[config.mk]
export PLATFORM = sky130hd
export DESIGN_NAME = uart_packet_decoder_flat
export DESIGN_NICKNAME = d
export VERILOG_FILES = /design/src/rtl/uart_alu_pkg.sv /design/src/rtl/uart_packet_decoder_if.sv /design/src/rtl/axis_skid_buffer.sv /design/src/rtl/uart_packet_decoder.sv /design/src/flat_wrapper.sv
export SDC_FILE = /design/constraint.sdc
export NUM_CORES = 1
export LEC_CHECK = 0
export BUFFER_PORTS_ARGS = -buffer_cell sky130_fd_sc_hd__clkbuf_2
export CORE_MARGIN = 2
export CORE_UTILIZATION = 57
export CTS_CLUSTER_SIZE = 14
export DETAILED_ROUTE_END_ITERATION = 10
export PLACE_DENSITY = 0.78
export SLEW_MARGIN = 20
export SYNTH_ARGS = -nofsm -noshare
export SYNTH_HDL_FRONTEND = slang
export SYNTH_SLANG_ARGS = --single-unit
[constraint.sdc]
create_clock -name clk_i -period 2.8 [get_ports clk_i]
set_input_delay 0.14 -clock clk_i [delete_from_list [all_inputs] [get_ports clk_i]]
set_output_delay 0.14 -clock clk_i [all_outputs]
set_load 0.1 [all_outputs]
[src/rtl/uart_alu_pkg.sv]
// Shared definitions for the UART-ALU datapath: opcodes, header geometry and
// the packet decoder state encoding.
package uart_alu_pkg;

  localparam logic [7:0] OP_ECHO  = 8'hEC;
  localparam logic [7:0] OP_ADD32 = 8'h10;
  localparam logic [7:0] OP_MUL32 = 8'h11;
  localparam logic [7:0] OP_DIV32 = 8'h12;

  localparam int unsigned HeaderBytes = 4;

  typedef enum logic [2:0] {
    IDLE,
    RSVD,
    LEN_LO,
    LEN_HI,
    CHECK,
    CMD,
    PAYLOAD,
    DRAIN
  } dec_state_e;

  function automatic logic is_valid_opcode(input logic [7:0] op);
    return (op == OP_ECHO) || (op == OP_ADD32) || (op == OP_MUL32) || (op == OP_DIV32);
  endfunction

endpackage

[src/rtl/uart_packet_decoder_if.sv]
// Byte-stream, command-descriptor and payload-stream signals of the packet
// decoder; names are relative to the decoder (master = decoder side).
interface uart_packet_decoder_if;

  logic [7:0]  s_axis_tdata_i;
  logic        s_axis_tvalid_i;
  logic        s_axis_tready_o;
  logic        cmd_valid_o;
  logic        cmd_ready_i;
  logic [7:0]  cmd_opcode_o;
  logic [15:0] cmd_len_o;
  logic [7:0]  m_axis_tdata_o;
  logic        m_axis_tvalid_o;
  logic        m_axis_tready_i;
  logic        m_axis_tlast_o;
  logic        err_o;

  modport master (
    input  s_axis_tdata_i, s_axis_tvalid_i, cmd_ready_i, m_axis_tready_i,
    output s_axis_tready_o, cmd_valid_o, cmd_opcode_o, cmd_len_o,
           m_axis_tdata_o, m_axis_tvalid_o, m_axis_tlast_o, err_o
  );

  modport slave (
    output s_axis_tdata_i, s_axis_tvalid_i, cmd_ready_i, m_axis_tready_i,
    input  s_axis_tready_o, cmd_valid_o, cmd_opcode_o, cmd_len_o,
           m_axis_tdata_o, m_axis_tvalid_o, m_axis_tlast_o, err_o
  );

endinterface

[src/rtl/axis_skid_buffer.sv]
// Two-entry register slice: a main output register plus one skid register,
// so upstream ready is a pure flop output and throughput is one beat/clk.
module axis_skid_buffer #(
  parameter int DATA_W = 9
) (
  input  logic              clk_i,
  input  logic              reset_i,
  input  logic [DATA_W-1:0] in_data,
  input  logic              in_valid,
  output logic              in_ready,
  output logic [DATA_W-1:0] out_data,
  output logic              out_valid,
  input  logic              out_ready,
  output logic              empty
);

  logic [DATA_W-1:0] main_q;
  logic [DATA_W-1:0] skid_q;
  logic              main_vld_q;
  logic              skid_vld_q;
  logic              push;
  logic              pop;

  assign in_ready  = !skid_vld_q;
  assign out_valid = main_vld_q;
  assign out_data  = main_q;
  assign empty     = !main_vld_q && !skid_vld_q;
  assign push      = in_valid && in_ready;
  assign pop       = main_vld_q && out_ready;

  // Skid register only fills when the main register is held by back-pressure.
  always_ff @(posedge clk_i) begin
    if (reset_i) begin
      main_vld_q <= 1'b0;
      skid_vld_q <= 1'b0;
      main_q     <= '0;
    end else if (skid_vld_q) begin
      if (pop) begin
        main_q     <= skid_q;
        skid_vld_q <= 1'b0;
      end
    end else if (push) begin
      if (!main_vld_q || pop) begin
        main_q     <= in_data;
        main_vld_q <= 1'b1;
      end else begin
        skid_q     <= in_data;
        skid_vld_q <= 1'b1;
      end
    end else if (pop) begin
      main_vld_q <= 1'b0;
    end
  end

endmodule

[src/rtl/uart_packet_decoder.sv]
// Parses 4-byte packet headers from the UART byte stream, issues one command
// descriptor per valid header and forwards the payload with a last flag.
module uart_packet_decoder
  import uart_alu_pkg::*;
#(
  parameter logic [15:0] MaxPayload = 16'd1024
) (
  input  logic                  clk_i,
  input  logic                  reset_i,
  uart_packet_decoder_if.master bus
);

  dec_state_e  state_q, state_d;
  logic        rdy_en_q;
  logic        err_q, err_d;
  logic [7:0]  hdr_op_q;
  logic [15:0] hdr_len_q;
  logic [7:0]  cmd_op_q;
  logic [15:0] cmd_len_q;
  logic [15:0] rem_q;
  logic [15:0] payload_len;
  logic        hdr_ok;
  logic        s_ready;
  logic        s_acc;
  logic        skid_in_vld;
  logic        skid_in_rdy;
  logic        skid_empty;
  logic [8:0]  skid_out;

  assign payload_len = hdr_len_q - 16'(HeaderBytes);
  assign s_acc       = s_ready && bus.s_axis_tvalid_i;

  always_comb begin
    state_d     = state_q;
    err_d       = 1'b0;
    s_ready     = 1'b0;
    skid_in_vld = 1'b0;
    hdr_ok      = 1'b0;
    case (state_q)
      IDLE: begin
        s_ready = rdy_en_q;
        if (s_ready && bus.s_axis_tvalid_i) begin
          if (is_valid_opcode(bus.s_axis_tdata_i)) state_d = RSVD;
          else                                     err_d   = 1'b1;
        end
      end
      RSVD: begin
        s_ready = rdy_en_q;
        if (s_ready && bus.s_axis_tvalid_i) state_d = LEN_LO;
      end
      LEN_LO: begin
        s_ready = rdy_en_q;
        if (s_ready && bus.s_axis_tvalid_i) state_d = LEN_HI;
      end
      LEN_HI: begin
        s_ready = rdy_en_q;
        if (s_ready && bus.s_axis_tvalid_i) state_d = CHECK;
      end
      // The < check guards the 16-bit subtraction against wrap-around.
      CHECK: begin
        if (hdr_len_q < 16'(HeaderBytes) || payload_len > MaxPayload) begin
          err_d   = 1'b1;
          state_d = IDLE;
        end else begin
          hdr_ok  = 1'b1;
          state_d = CMD;
        end
      end
      CMD: begin
        if (bus.cmd_ready_i) state_d = (cmd_len_q == 16'd0) ? IDLE : PAYLOAD;
      end
      PAYLOAD: begin
        s_ready     = rdy_en_q && skid_in_rdy;
        skid_in_vld = bus.s_axis_tvalid_i && s_ready;
        if (skid_in_vld && rem_q == 16'd1) state_d = DRAIN;
      end
      DRAIN: begin
        if (skid_empty) state_d = IDLE;
      end
      default: state_d = IDLE;
    endcase
  end

  // rdy_en_q keeps s_axis_tready_o low for the first cycle after reset.
  always_ff @(posedge clk_i) begin
    if (reset_i) begin
      state_q   <= IDLE;
      rdy_en_q  <= 1'b0;
      err_q     <= 1'b0;
      cmd_op_q  <= '0;
      cmd_len_q <= '0;
    end else begin
      state_q  <= state_d;
      rdy_en_q <= 1'b1;
      err_q    <= err_d;
      if (hdr_ok) begin
        cmd_op_q  <= hdr_op_q;
        cmd_len_q <= payload_len;
      end
    end
  end

  always_ff @(posedge clk_i) begin
    if (s_acc && state_q == IDLE)   hdr_op_q        <= bus.s_axis_tdata_i;
    if (s_acc && state_q == LEN_LO) hdr_len_q[7:0]  <= bus.s_axis_tdata_i;
    if (s_acc && state_q == LEN_HI) hdr_len_q[15:8] <= bus.s_axis_tdata_i;
    if (state_q == CMD && bus.cmd_ready_i) rem_q <= cmd_len_q;
    else if (skid_in_vld)                  rem_q <= rem_q - 16'd1;
  end

  axis_skid_buffer #(
    .DATA_W(9)
  ) u_skid (
    .clk_i    (clk_i),
    .reset_i  (reset_i),
    .in_data  ({rem_q == 16'd1, bus.s_axis_tdata_i}),
    .in_valid (skid_in_vld),
    .in_ready (skid_in_rdy),
    .out_data (skid_out),
    .out_valid(bus.m_axis_tvalid_o),
    .out_ready(bus.m_axis_tready_i),
    .empty    (skid_empty)
  );

  assign bus.s_axis_tready_o = s_ready;
  assign bus.cmd_valid_o     = (state_q == CMD);
  assign bus.cmd_opcode_o    = cmd_op_q;
  assign bus.cmd_len_o       = cmd_len_q;
  assign bus.m_axis_tdata_o  = skid_out[7:0];
  assign bus.m_axis_tlast_o  = skid_out[8];
  assign bus.err_o           = err_q;

endmodule

[src/flat_wrapper.sv]
// flat-port wrapper written by rule: the top's interface ports become plain ports
module uart_packet_decoder_flat import uart_alu_pkg::*;
#(
  parameter logic [15:0] MaxPayload = 16'd1024
)
  (clk_i, reset_i, bus_s_axis_tdata_i, bus_s_axis_tvalid_i, bus_cmd_ready_i, bus_m_axis_tready_i, bus_s_axis_tready_o, bus_cmd_valid_o, bus_cmd_opcode_o, bus_cmd_len_o, bus_m_axis_tdata_o, bus_m_axis_tvalid_o, bus_m_axis_tlast_o, bus_err_o);
  uart_packet_decoder_if bus_i ();
  input  logic clk_i;
  input  logic reset_i;
  input wire logic [$bits(bus_i.s_axis_tdata_i)-1:0] bus_s_axis_tdata_i;
  input wire logic [$bits(bus_i.s_axis_tvalid_i)-1:0] bus_s_axis_tvalid_i;
  input wire logic [$bits(bus_i.cmd_ready_i)-1:0] bus_cmd_ready_i;
  input wire logic [$bits(bus_i.m_axis_tready_i)-1:0] bus_m_axis_tready_i;
  output wire logic [$bits(bus_i.s_axis_tready_o)-1:0] bus_s_axis_tready_o;
  output wire logic [$bits(bus_i.cmd_valid_o)-1:0] bus_cmd_valid_o;
  output wire logic [$bits(bus_i.cmd_opcode_o)-1:0] bus_cmd_opcode_o;
  output wire logic [$bits(bus_i.cmd_len_o)-1:0] bus_cmd_len_o;
  output wire logic [$bits(bus_i.m_axis_tdata_o)-1:0] bus_m_axis_tdata_o;
  output wire logic [$bits(bus_i.m_axis_tvalid_o)-1:0] bus_m_axis_tvalid_o;
  output wire logic [$bits(bus_i.m_axis_tlast_o)-1:0] bus_m_axis_tlast_o;
  output wire logic [$bits(bus_i.err_o)-1:0] bus_err_o;
  assign bus_i.s_axis_tdata_i = bus_s_axis_tdata_i;
  assign bus_i.s_axis_tvalid_i = bus_s_axis_tvalid_i;
  assign bus_i.cmd_ready_i = bus_cmd_ready_i;
  assign bus_i.m_axis_tready_i = bus_m_axis_tready_i;
  assign bus_s_axis_tready_o = bus_i.s_axis_tready_o;
  assign bus_cmd_valid_o = bus_i.cmd_valid_o;
  assign bus_cmd_opcode_o = bus_i.cmd_opcode_o;
  assign bus_cmd_len_o = bus_i.cmd_len_o;
  assign bus_m_axis_tdata_o = bus_i.m_axis_tdata_o;
  assign bus_m_axis_tvalid_o = bus_i.m_axis_tvalid_o;
  assign bus_m_axis_tlast_o = bus_i.m_axis_tlast_o;
  assign bus_err_o = bus_i.err_o;
  uart_packet_decoder #(.MaxPayload(MaxPayload)) u_core (.clk_i(clk_i), .reset_i(reset_i), .bus(bus_i));
endmodule
Word level (Yosys, flattened, before mapping)
Cells that the tools add are included.
W data, S select, Z words.
- word-level logic and storage cells: 105
- output and inout port bits: 37
- bits of input ports: 13
- bits in registers: 89
- bitwise gates (word level): 3
- eq/ne operators: 22
- reductions and logical operators: 30
- magnitude comparators: 2
- $add $sub $neg: 2
- multiplexer cells: 33
- operators by type and width (operator ; number):
    $mux W9 ; 4
    $mux W16 ; 2
    $mux W3 ; 10
    $eq A8 B5 Y1 const B ; 3
    $pmux W3 S8 ; 1
    $ne A2 B1 Y1 const B ; 9
    $eq A16 B1 Y1 const B ; 1
    $gt A16 B11 Y1 const B ; 1
    $logic_not A16 Y1 ; 1
    $lt A16 B3 Y1 const B ; 1
    $sub A16 B1 Y16 const B ; 1
    $sub A16 B3 Y16 const B ; 1
    $mux W1 ; 14
    $eq A3 B3 Y1 const B ; 4
    $logic_and A1 B1 Y1 ; 12
    $eq A8 B8 Y1 const B ; 1
    $reduce_and A8 Y1 ; 1
    $reduce_bool A2 Y1 ; 4
    $eq A3 B2 Y1 const B ; 2
    $reduce_and A3 Y1 ; 2
    $logic_or A1 B1 Y1 ; 5
    $pmux W1 S2 ; 2
    $reduce_and A4 Y1 ; 1
    $reduce_or A4 Y1 ; 1
    other kinds (5) ; 8

Logic depth before layout (Yosys ltp)
Gate-level depths: netlist (run 1).
- depth after elaboration: 7
- gate-level depth with buffers: 11
- depth with buffers taken out: 8

By module
A second synthesis (run 1) with hierarchy kept.
- cell total of the unflattened synthesis: 398
- area total of the unflattened synthesis: 4214.0 um2
- by module, submodules not included (module ; area each (um2) ; sequential area each (um2) ; instances ; cells each):
    uart_packet_decoder ; 3368.2 ; 1781.7 ; 1 ; 334
    axis_skid_buffer ; 845.8 ; 490.5 ; 1 ; 64

Worst setup path before layout (run 1)
OpenSTA, ideal clock, no wires.
- path kind: register -> register
- from: register u_core.state_q[1]
- to: register u_core.rem_q[0] (enable)
- clock period less this slack: 3.274 ns
- stages on the path, launching flop included: 7
- required time: 2.428 ns
- buffers on the path: 2
- arrival time: 2.902 ns
- setup time: 0.372 ns
- path slack: -0.474 ns
- cell sequence: dfxtp_1 buf_2 nand2b_1 nor2_1 nand2_1 clkbuf_1 nand2_1
- longest elaborated chain between the ends: 3
- elaborated cells between the ends (all ways): 5
- those cells by class: eq/ne: 2; mux: 1; reduce/logical: 2
- ends and longest elaborated chain (element ; RTL line ; text):
    from (decl) ; uart_packet_decoder.sv:13 ; dec_state_e state_q, state_d;
    from (signal assigned) ; uart_packet_decoder.sv:93 ; state_q <= state_d;
    $eq A3 B3 Y1 ; n/a ;
    net bus_cmd_valid_o ; flat_wrapper.sv:15 ; output wire logic [$bits(bus_i.cmd_valid_o)-1:0] bus_cmd_valid_o;
    $logic_and A1 B1 Y1 ; uart_packet_decoder.sv:107 ; if (state_q == CMD && bus.cmd_ready_i) rem_q <= cmd_len_q;
    $reduce_bool A2 Y1 (no source line) ; n/a ;
    to (signal assigned) ; uart_packet_decoder.sv:107 ;
    to (signal assigned) ; uart_packet_decoder.sv:108 ; else if (skid_in_vld) rem_q <= rem_q - 16'd1;
    to (decl) ; uart_packet_decoder.sv:20 ; logic [15:0] rem_q;
The timed path passes the listed nets, and every way through them passes these cells.
A chain may end at the register's enable or synchronous reset.

Worst setup path in the final report (run 1)
- from: register u_core.hdr_len_q[3]
- to: register u_core.cmd_op_q[5] (netlist: u_core.bus.cmd_opcode_o[5])
- longest elaborated chain between the ends: 5
- elaborated cells between the ends (all ways): 6
- those cells by class: add/sub: 1; order compare: 2; mux: 2; reduce/logical: 1
- ends and longest elaborated chain (element ; RTL line ; text):
    from (decl) ; uart_packet_decoder.sv:17 ; logic [15:0] hdr_len_q;
    from (signal assigned) ; uart_packet_decoder.sv:105 ; if (s_acc && state_q == LEN_LO) hdr_len_q[7:0] <= bus.s_axis_tdata_i;
    $sub A16 B3 Y16 ; uart_packet_decoder.sv:30 ; assign payload_len = hdr_len_q - 16'(HeaderBytes);
    $gt A16 B11 Y1 ; uart_packet_decoder.sv:61 ; if (hdr_len_q < 16'(HeaderBytes) || payload_len > MaxPayload) begin
    $logic_or A1 B1 Y1 * ; uart_packet_decoder.sv:61 ;
    $mux W1 * ; uart_packet_decoder.sv:61 ;
    $mux W1 * ; uart_packet_decoder.sv:39 ; case (state_q)
    to (signal assigned) ; uart_packet_decoder.sv:97 ; cmd_op_q <= hdr_op_q;
    to (decl) ; uart_packet_decoder.sv:18 ; logic [7:0] cmd_op_q;
Every way passes the cells marked *; elsewhere a longest branch is shown, timed or not.

==> flow_summary.ini, run 1 <==
[critical_path]
r2r_cells = 9
crit_path_max_fanout = 29
arrival_ns = 2.75
max_stage_delay_ns = 0.47
cpMaxStageDelayCell = edfxtp_1
cp.required_ns = 3.01
path_cells = inv_1 > ha_1 > or4b_1 > nor3_1 > nand4b_1 > a211oi_4 > buf_12 > mux2i_1 > nor2_1
critical_path_class = reg -> reg
critPathLaunchType = flip-flop
cp-end-kind = flip-flop

[yosys]
asyncSetResetFlopFracSynth = 0
synth_area_per_cell_um2 = 11.0
synth_seq_cells = 89
synth_ff_type = edfxtp_1
synth.yosys.warnings = 0
synth_area_leaders = edfxtp_1 (37%), dfxtp_1 (20%), nor2_1 (6.1%)
synthCells = 360
synthTopCellsByCount = nor2_1 (64), edfxtp_1 (49), dfxtp_1 (40)
ys_types = 54
synth-edff-count = 49
ys_seq_area_frac = 0.575
netlist_area_um2 = 3960
synth_top_area_cell = edfxtp_1
yosysMostFrequentCell = nor2_1
synth_nets = 377
yosysTopAreaCellShare = 0.372

[detailed_routing]
drtAntennaViolNets = 0
initialDrtViolationCount = 220
post_drt_wl_per_cell_um = 15.6
vias = 2904
drtPass1Iterations = 4
vias_per_cell = 5.82
routed_wl_um = 7800
drc = 0

[power_and_ir_drop]
p_leak_nw = 1.60
peakVddDrop_mv = 0.343
pwr_density_cell_nw_per_um2 = 513
swShare = 0.212
power_frac_comb = 0.027
pwr-share-seq = 0.594
p_switching_uw = 493
intPower_mw = 1.83
clkPwrFrac = 0.380

[flow_run]
cap_violations = 0

[hold_path]
hp-class = in -> reg
holdPathStages = 1

[floorplan]
rows = 30
die_w_um = 87.3
initial_core_util = 0.585
fp.dieH_um = 87.3
dieArea_um2 = 7620
core_area_um2 = 6760
io_pins = 50

[global_routing]
grt_pass1_wl_um = 12800
globalRouteOverflowTotal = 0
grt_max_degree = 37
antenna_found_initial = 0
grt_usage = 0.220
grt_pass1_vias = 2739

[sta]
finClkSkew_ns = 0.00731
setup_viol_count_final = 0
hold_viol = 0
timing.slew.headroom = 0.462
tns_ns = 0
fin_crit_sh = 0.906
whs_ns = 0.0633
fmax_ghz = 0.394
fin_crit_ns = 2.54
tightestPinTransition_ns = 0.808
rsz0062_at_grt = no
slew_viol_final = 0

[clock_tree]
postCtsResizedCells = 0
clkTransAtPathRegs_ns = 0.09
clockBufferDepth = 2
clock-sinks = 89
ctsHoldBuffers = 1
clk_latency_ns = 0.36
cts_tree = built
htreeDepth = 3
post_cts_buffers = 0
cts_made_buffers = 9
cts_root_buffer = clkbuf_8

[finish]
drive_gt1_frac = 0.210
diodes = 0
layout.nets = 431
area_growth_pct = 14.5

[placed_design]
dp_hpwl_um = 5530
routabilityCongestion = 0.887
io_buffers = 49

[outcome]
status = complete, no violations
==> logic make-up (layout without fill, tap and decap cells) <==
family	Yosys count	after routing	share of synthesized area
flip-flops	89	89	0.575
buffers and inverters	26	85	0.0285
adder cells (fa/ha/maj)	4	4	0.0127
AND/OR/NAND/NOR	139	139	0.181
XOR/XNOR	18	18	0.0399
multiplexers	20	20	0.0509
AO/OA/AOI/OAI	64	64	0.112
==> final cells by class <==
type	count	area (um2)
clock buffer	10	138
timing repair buffer	59	335
sequential	89	2270
tap	80	100
fill	531	2230
multi-input combinational	245	1580
clock inverter	6	66.3
inverter	10	37.5
==> through the flow <==
stage	power [mW]	setup WS (ns)	instances	area, um2	utilization
floorplan	1.44	0.0857	360	3960	-
global placement	1.47	0.362	482	4320	0.639
detailed placement	1.47	0.263	482	4320	0.639
CTS	2.34	0.243	499	4530	0.670
global route	2.40	0.0667	499	4530	0.670
finish	2.32	0.264	499	4530	0.670
==> worst max-delay path, delay by kind of cell, from the launching register on <==
family                   cells  cell delay [ns]
AND/OR/NAND/NOR              4             0.88
flip-flops                   1             0.47
buffers and inverters        2             0.34
AO/OA/AOI/OAI                1             0.33
multiplexers                 1             0.22
adder cells (fa/ha/maj)      1             0.16
==> routing by layer <==
metal / global-route usage / wire [um]
met2: 0.356 / 3850
met5: 0 / 0
met1: 0.286 / 3470
met3: 0.0588 / 376
met4: 0.0783 / 102
==> cells in the final DEF, fill, tap and decap left out, types with 8 or more instances in the layout <==
| cell | instances |
|---|---|
| a211oi_1 | 18 |
| a21oi_1 | 19 |
| buf_4 | 8 |
| clkbuf_2 | 49 |
| clkbuf_8 | 10 |
| dfxtp_1 | 40 |
| edfxtp_1 | 49 |
| inv_1 | 10 |
| mux2i_1 | 19 |
| nand2_1 | 11 |
| nor2_1 | 63 |
| nor3_1 | 15 |
| nor4_1 | 8 |
| xnor2_1 | 13 |
==> state kept, by name, summed over array words and instances (netlist names) <==
register                  flops
u_core.bus.cmd_len_o         16
u_core.bus.cmd_opcode_o       8
u_core.bus.err_o              1
u_core.hdr_len_q             16
u_core.hdr_op_q               8
u_core.rdy_en_q               1
u_core.rem_q                 16
u_core.state_q                3
u_core.u_skid.out_data        9
u_core.u_skid.out_valid       1
u_core.u_skid.skid_q          9
u_core.u_skid.skid_vld_q      1
==> power by group through the flow <==
stage | clock, mW | combinational [mW] | sequential (mW)
2_1_floorplan | 0 | 0.0271 | 1.41
3_3_place_gp | 0 | 0.0596 | 1.41
3_5_place_dp | 0 | 0.0605 | 1.41
4_1_cts | 0.902 | 0.0619 | 1.38
5_1_grt | 0.954 | 0.0661 | 1.38
6_report | 0.883 | 0.0619 | 1.38
==> path summary, 6_finish.rpt <==
check                                      from                                       to  slack, ns
setup / recovery  u_core.hdr_len_q[3]$_DFFE_PP_  u_core.bus.cmd_opcode_o[5]$_SDFFE_PP0P_       0.26
hold / removal            bus_s_axis_tdata_i[7]        u_core.u_skid.skid_q[7]$_DFFE_PP_       0.06
setup reg to reg  u_core.hdr_len_q[3]$_DFFE_PP_  u_core.bus.cmd_opcode_o[5]$_SDFFE_PP0P_       0.26
hold reg to reg    u_core.hdr_op_q[2]$_DFFE_PP_  u_core.bus.cmd_opcode_o[2]$_SDFFE_PP0P_       0.49
Note: power is estimated with default switching activity, not from simulation.
==> inputs of run 2 (changes only) <==
--- a/config.mk
+++ b/config.mk
@@ -7,11 +7,12 @@
 export LEC_CHECK = 0
 export BUFFER_PORTS_ARGS = -buffer_cell sky130_fd_sc_hd__clkbuf_2
 export CORE_MARGIN = 2
-export CORE_UTILIZATION = 57
+export CORE_UTILIZATION = 58
 export CTS_CLUSTER_SIZE = 14
 export DETAILED_ROUTE_END_ITERATION = 10
 export PLACE_DENSITY = 0.78
 export SLEW_MARGIN = 20
 export SYNTH_ARGS = -nofsm -noshare
 export SYNTH_HDL_FRONTEND = slang
+export SYNTH_HIERARCHICAL = 1
 export SYNTH_SLANG_ARGS = --single-unit
==> constraint.sdc (replaced) <==
create_clock -name clk_i -period 2.8 [get_ports clk_i]
set_input_delay 0.14 -clock clk_i [delete_from_list [all_inputs] [get_ports clk_i]]
set_output_delay 0.14 -clock clk_i [all_outputs]
set_load 0.05 [all_outputs]
==> run 2 against run 1 <==
  * Fmax decreased by 5.2%
  * Synthesized area increased by 6.5%
  * Final cell count up 12%
  * Worst hold slack worse by 0.0011 ns
  * Clock power up 4.0%
  * Routed wire length is 17% higher
  * Largest power group unchanged
  * Highest routed layer unchanged
==> flow_summary.ini, run 2 <==
[yosys]
synthCells = 398
asyncSetResetFlopFracSynth = 0
netlist_area_um2 = 4210
yosysTopAreaCellShare = 0.349
ys_seq_area_frac = 0.539
synth_area_per_cell_um2 = 10.6
synth_area_leaders = edfxtp_1 (35%), dfxtp_1 (19%), a21oi_1 (4.6%)
synth_seq_cells = 89
synthTopCellsByCount = edfxtp_1 (49), dfxtp_1 (40), a21oi_1 (39)
synth_nets = 415
yosysMostFrequentCell = edfxtp_1
ys_types = 55
synth_ff_type = edfxtp_1
synth_top_area_cell = edfxtp_1
synth.yosys.warnings = 6
synth-edff-count = 49

[floorplan]
rows = 31
core_area_um2 = 7140
io_pins = 50
die_w_um = 89.2
initial_core_util = 0.590
dieArea_um2 = 7960
fp.dieH_um = 89.2

[global_routing]
grt_pass1_vias = 2977
antenna_found_initial = 0
globalRouteOverflowTotal = 0
grt_usage = 0.236
grt_pass1_wl_um = 14600
grt_max_degree = 42

[clock_tree]
cts_tree = built
htreeDepth = 3
cts_root_buffer = clkbuf_8
cts_made_buffers = 9
clockBufferDepth = 2
clk_latency_ns = 0.35
clkTransAtPathRegs_ns = 0.09
clock-sinks = 89

[sta]
timing.slew.headroom = 0.395
finClkSkew_ns = 0.00613
setup_viol_count_final = 0
slew_viol_final = 0
fmax_ghz = 0.374
fin_crit_sh = 0.956
fin_crit_ns = 2.68
hold_viol = 0
tightestPinTransition_ns = 0.907

[critical_path]
cpMostUsedCell = or4_4
crit_path_max_fanout = 13
max_stage_delay_ns = 0.56
critical_path_class = reg -> reg
cp-end-kind = flip-flop
r2r_cells = 7
cp.required_ns = 3.00
r2r_start = u_core/hdr_len_q[7]$_DFFE_PP_
r2r_end = u_core/bus.cmd_opcode_o[6]$_SDFFE_PP0P_
arrival_ns = 2.88
critPathLaunchType = flip-flop
cpMaxStageDelayCell = or4_4
path_cells = or4_4 > or3_4 > o32a_1 > or4_4 > buf_6 > o31ai_1 > a21oi_1
ff2ff_setup_slack_ns = 0.12

[hold_path]
hp-class = in -> reg
min_from = bus_s_axis_tdata_i[3]
holdPathStages = 1
holdPathEnd = u_core/u_skid/skid_q[3]$_DFFE_PP_

[power_and_ir_drop]
pwr_density_cell_nw_per_um2 = 498
peakVddDrop_mv = 0.429
p_leak_nw = 1.71

[detailed_routing]
drtPass1Iterations = 4
vias = 3289
drc = 0
post_drt_wl_per_cell_um = 16.3
initialDrtViolationCount = 203
routed_wl_um = 9110
drtAntennaViolNets = 0
vias_per_cell = 5.87

[finish]
layout.nets = 473
area_growth_pct = 16.4
drive_gt1_frac = 0.247
fill_cells = 564
diodes = 0
layout_common_cells = clkbuf_2 (49), edfxtp_1 (49), dfxtp_1 (40), a21oi_1 (39), nor2_1 (38)
design_area_um2 = 4900
final_cells = 560

[placed_design]
routabilityCongestion = 0.925
post_dp_cell_area_um2 = 4640
dp.cells = 540
dp_hpwl_um = 6630
io_buffers = 49

[flow_run]
cap_violations = 0

[outcome]
status = complete, no violations
==> run 2: what timing repair did <==
item | 4_1_cts | 5_1_grt
endpoints found under the setup margin | 1 | 19
pin swaps | 0 | 1
cloned | 0 | 0
setup buffers | 0 | 3
gates resized for setup | 1 | 4
hold buffers | 1 | 0
endpoints found under the hold margin | 1 | 0
==> run 2: worst max-delay path: cells and delay by family, from the launching register on <==
family | cells | cell delay [ns]
AOI/OAI and AO/OA | 3 | 0.52
buffers and inverters | 1 | 0.18
DFF | 1 | 0.39
and+or+nand+nor | 3 | 1.44
==> run 2: stage by stage <==
stage	utilization	setup TNS, ns	power [mW]	worst slack [ns]	hold slack [ns]
after floorplan	-	0	1.51	0.106	0.218
after global routing	0.687	-0.00819	2.52	-0.00819	0.0748
after global placement	0.650	0	1.55	0.0853	0.356
after detailed placement	0.650	0	1.55	0.00907	0.364
final	0.687	0	2.44	0.125	0.0622
after CTS	0.681	0	2.45	0.0310	0.0606
==> run 2: cell type report <==
cell class / count / area [um2] / share of cell area
sequential: 89 / 2270 / 0.463
multi-input combinational: 269 / 1790 / 0.366
timing repair buffer: 75 / 459 / 0.0936
clock buffer: 9 / 124 / 0.0253
tap: 99 / 124 / 0.0253
clock inverter: 7 / 87.6 / 0.0179
inverter: 12 / 45.0 / 0.00918
==> run 2: logic make-up after synthesis <==
family / Yosys count / share of synthesized area
DFF: 89 / 0.539
muxes: 11 / 0.0273
and+or+nand+nor: 129 / 0.168
xor gates and xnor gates: 20 / 0.0416
AOI/OAI and AO/OA: 105 / 0.169
buffers and inverters: 40 / 0.0436
adders and majority gates: 4 / 0.0119
==> run 2: layer usage <==
metal	up-vias	track usage	wire (um)
met5	-	0	0
met2	81	0.387	4380
met4	0	0.0556	151
met1	1573	0.327	4180
met3	14	0.0471	389
li1	1621	-	-
==> run 2: power by group <==
| group | leakage, nW | switching, mW | total (mW) | internal, mW |
|---|---|---|---|---|
| combinational | 0.840 | 0.0826 | 0.121 | 0.0387 |
| clock | 0.101 | 0.485 | 0.918 | 0.432 |
| sequential | 0.769 | 0.0131 | 1.40 | 1.39 |
==> run 2: how the worst max path moves through the flow <==
| stage | start | to | cells after the start |
|---|---|---|---|
| final | u_core/hdr_len_q[7]$_DFFE_PP_ | u_core/bus.cmd_opcode_o[6]$_SDFFE_PP0P_ | 7 |
| after global routing | u_core/hdr_len_q[3]$_DFFE_PP_ | u_core/bus.cmd_len_o[3]$_SDFFE_PP0P_ | 10 |
| after CTS | u_core/hdr_len_q[7]$_DFFE_PP_ | u_core/bus.cmd_opcode_o[4]$_SDFFE_PP0P_ | 7 |
| after detailed placement | u_core/hdr_len_q[7]$_DFFE_PP_ | u_core/bus.cmd_len_o[10]$_SDFFE_PP0P_ | 7 |
| after global placement | u_core/hdr_len_q[7]$_DFFE_PP_ | u_core/bus.cmd_len_o[11]$_SDFFE_PP0P_ | 7 |
| after floorplan | u_core/hdr_len_q[2]$_DFFE_PP_ | u_core/bus.cmd_opcode_o[0]$_SDFFE_PP0P_ | 9 |
==> inputs of run 3 (changes only) <==
--- a/config.mk
+++ b/config.mk
@@ -7,10 +7,11 @@
 export LEC_CHECK = 0
 export BUFFER_PORTS_ARGS = -buffer_cell sky130_fd_sc_hd__clkbuf_2
 export CORE_MARGIN = 2
-export CORE_UTILIZATION = 58
-export CTS_CLUSTER_SIZE = 14
+export CORE_UTILIZATION = 52
+export CTS_CLUSTER_SIZE = 8
 export DETAILED_ROUTE_END_ITERATION = 10
-export PLACE_DENSITY = 0.78
+export PLACE_DENSITY = 0.74
+export RECOVER_POWER = 50
 export SLEW_MARGIN = 20
 export SYNTH_ARGS = -nofsm -noshare
 export SYNTH_HDL_FRONTEND = slang
==> constraint.sdc (replaced) <==
create_clock -name clk_i -period 2.3 [get_ports clk_i]
set_input_delay 0.115 -clock clk_i [delete_from_list [all_inputs] [get_ports clk_i]]
set_output_delay 0.115 -clock clk_i [all_outputs]
set_load 0.05 [all_outputs]
==> run 3 against run 2 <==
  * The flow now finishes with violations (setup timing)
  * Clock skew increased by 0.0045 ns
  * Non-clock buffer count increased by 27
  * Final cell count increased by 5.4%
  * Clock power increased by 5.3%
  * Cell area increased by 6.1%
  * Critical endpoint is now u_core/bus.cmd_len_o[1]$_SDFFE_PP0P_
  * Largest cell class unchanged
==> flow_summary.ini, run 3 (synthesis results as in run 2) <==
[clock_tree]
clock-sinks = 89
cts_tree = built
clkTransAtPathRegs_ns = 0.09
htreeDepth = 3
cts_root_buffer = clkbuf_8
clk_latency_ns = 0.35
clockBufferDepth = 2
cts_made_buffers = 9

[detailed_routing]
routed_wl_um = 10300
post_drt_wl_per_cell_um = 17.5
initialDrtViolationCount = 283
dr_wl_met3_um = 579
drtAntennaViolNets = 0
highest_layer = met4
wl_met1_um = 4510
vias_per_cell = 5.98
drc = 0
drtPass1Iterations = 5
wl_met2_um = 5080
vias = 3526

[sta]
hold_viol = 0
fin_crit_ns = 2.64
tns_ns = -6.98
tightestPinTransition_ns = 0.705
rsz0062_at_grt = yes
fin_crit_sh = 1.15
fmax_ghz = 0.379
timing.slew.headroom = 0.528
timing.final.ws_setup_ns = -0.337
setup_viol_count_final = 27
finClkSkew_ns = 0.0106
slew_viol_final = 0

[global_routing]
grt_max_degree = 33
grt_pass1_wl_um = 16900
globalRouteOverflowTotal = 0
antenna_found_initial = 0
grt_pass1_vias = 3466
grt_usage = 0.244

[finish]
area_growth_pct = 23.5
diodes = 0
drive_gt1_frac = 0.240
layout.nets = 500
final_util = 0.667
final_common_cell = edfxtp_1
layout_common_cells = edfxtp_1 (49), clkbuf_1 (45), buf_4 (43), dfxtp_1 (40), a21oi_1 (39)

[floorplan]
rows = 32
fp.dieH_um = 94.0
core_area_um2 = 7810
initial_core_util = 0.540
die_w_um = 94.0
io_pins = 50
dieArea_um2 = 8840

[critical_path]
cpMaxStageDelayCell = or4_4
arrival_ns = 2.87
cp-end-kind = flip-flop
critPathLaunchType = flip-flop
crit_family = simple AND/OR/NAND/NOR gates
path_buf_inv = 1
cp.required_ns = 2.53
crit_path_max_fanout = 14
critical_path_class = reg -> reg
path_cells = or4_4 > or3_4 > o32a_1 > or4_4 > buf_12 > o31ai_1 > a21oi_1
cpMostUsedCell = or4_4
max_stage_delay_ns = 0.53

[placed_design]
io_buffers = 49
routabilityCongestion = 0.848
post-place-ws_ns = -0.412
dp_hpwl_um = 7070

[outcome]
status = finished with violations
violations = setup timing

[power_and_ir_drop]
total_power_mw = 2.84
peakVddDrop_mv = 0.367
pwr_density_cell_nw_per_um2 = 546
p_leak_nw = 1.71

[hold_path]
hp-class = in -> reg

[flow_run]
cap_violations = 0
==> run 3: final cells by class <==
| type | instances | area [um2] |
|---|---|---|
| clock inverters | 6 | 42.5 |
| multi-input cells | 269 | 1940 |
| repair buffers | 102 | 644 |
| flip-flops and latches | 89 | 2270 |
| inverters | 12 | 45.0 |
| well taps | 102 | 128 |
| fillers | 600 | 2600 |
| clock buffers | 10 | 128 |
==> run 3: metal layers <==
| metal | vias to the layer above | global-route usage |
|---|---|---|
| li1 | 1677 | - |
| met5 | - | 0 |
| met3 | 19 | 0.0313 |
| met2 | 133 | 0.407 |
| met1 | 1697 | 0.330 |
| met4 | 0 | 0.0821 |
==> run 3: repair_timing <==
| item | 4_1_cts | 5_1_grt |
|---|---|---|
| pin swaps | 4 | 7 |
| cloned | 2 | 1 |
| hold buffers | 1 | 0 |
| setup buffers | 0 | 1 |
| endpoints found under the setup margin | 27 | 27 |
| hold endpoints to repair | 1 | 0 |
| resized for setup | 13 | 21 |
==> run 3: through the flow <==
stage / hold slack (ns) / instances / area, um2
floorplan: 0.193 / 398 / 4290
global placement: 0.334 / 569 / 4910
detailed placement: 0.343 / 569 / 4910
CTS: 0.0255 / 588 / 5150
global route: 0.120 / 590 / 5200
finish: 0.122 / 590 / 5200
==> run 3: final timing paths <==
path	from	end	cells after the start	slack (ns)
setup / recovery	u_core/hdr_len_q[9]$_DFFE_PP_	u_core/bus.cmd_len_o[1]$_SDFFE_PP0P_	7	-0.34
hold / removal	bus_s_axis_tdata_i[4]	u_core/u_skid/skid_q[4]$_DFFE_PP_	1	0.12
setup reg to reg	u_core/hdr_len_q[9]$_DFFE_PP_	u_core/bus.cmd_len_o[1]$_SDFFE_PP0P_	7	-0.34
hold reg to reg	u_core/bus.cmd_opcode_o[2]$_SDFFE_PP0P_	u_core/bus.cmd_opcode_o[2]$_SDFFE_PP0P_	2	0.47
==> run 3: where the power goes <==
part / switching [mW] / internal (mW)
Clock: 0.570 / 0.397
Combinational: 0.110 / 0.0536
Sequential: 0.0165 / 1.69
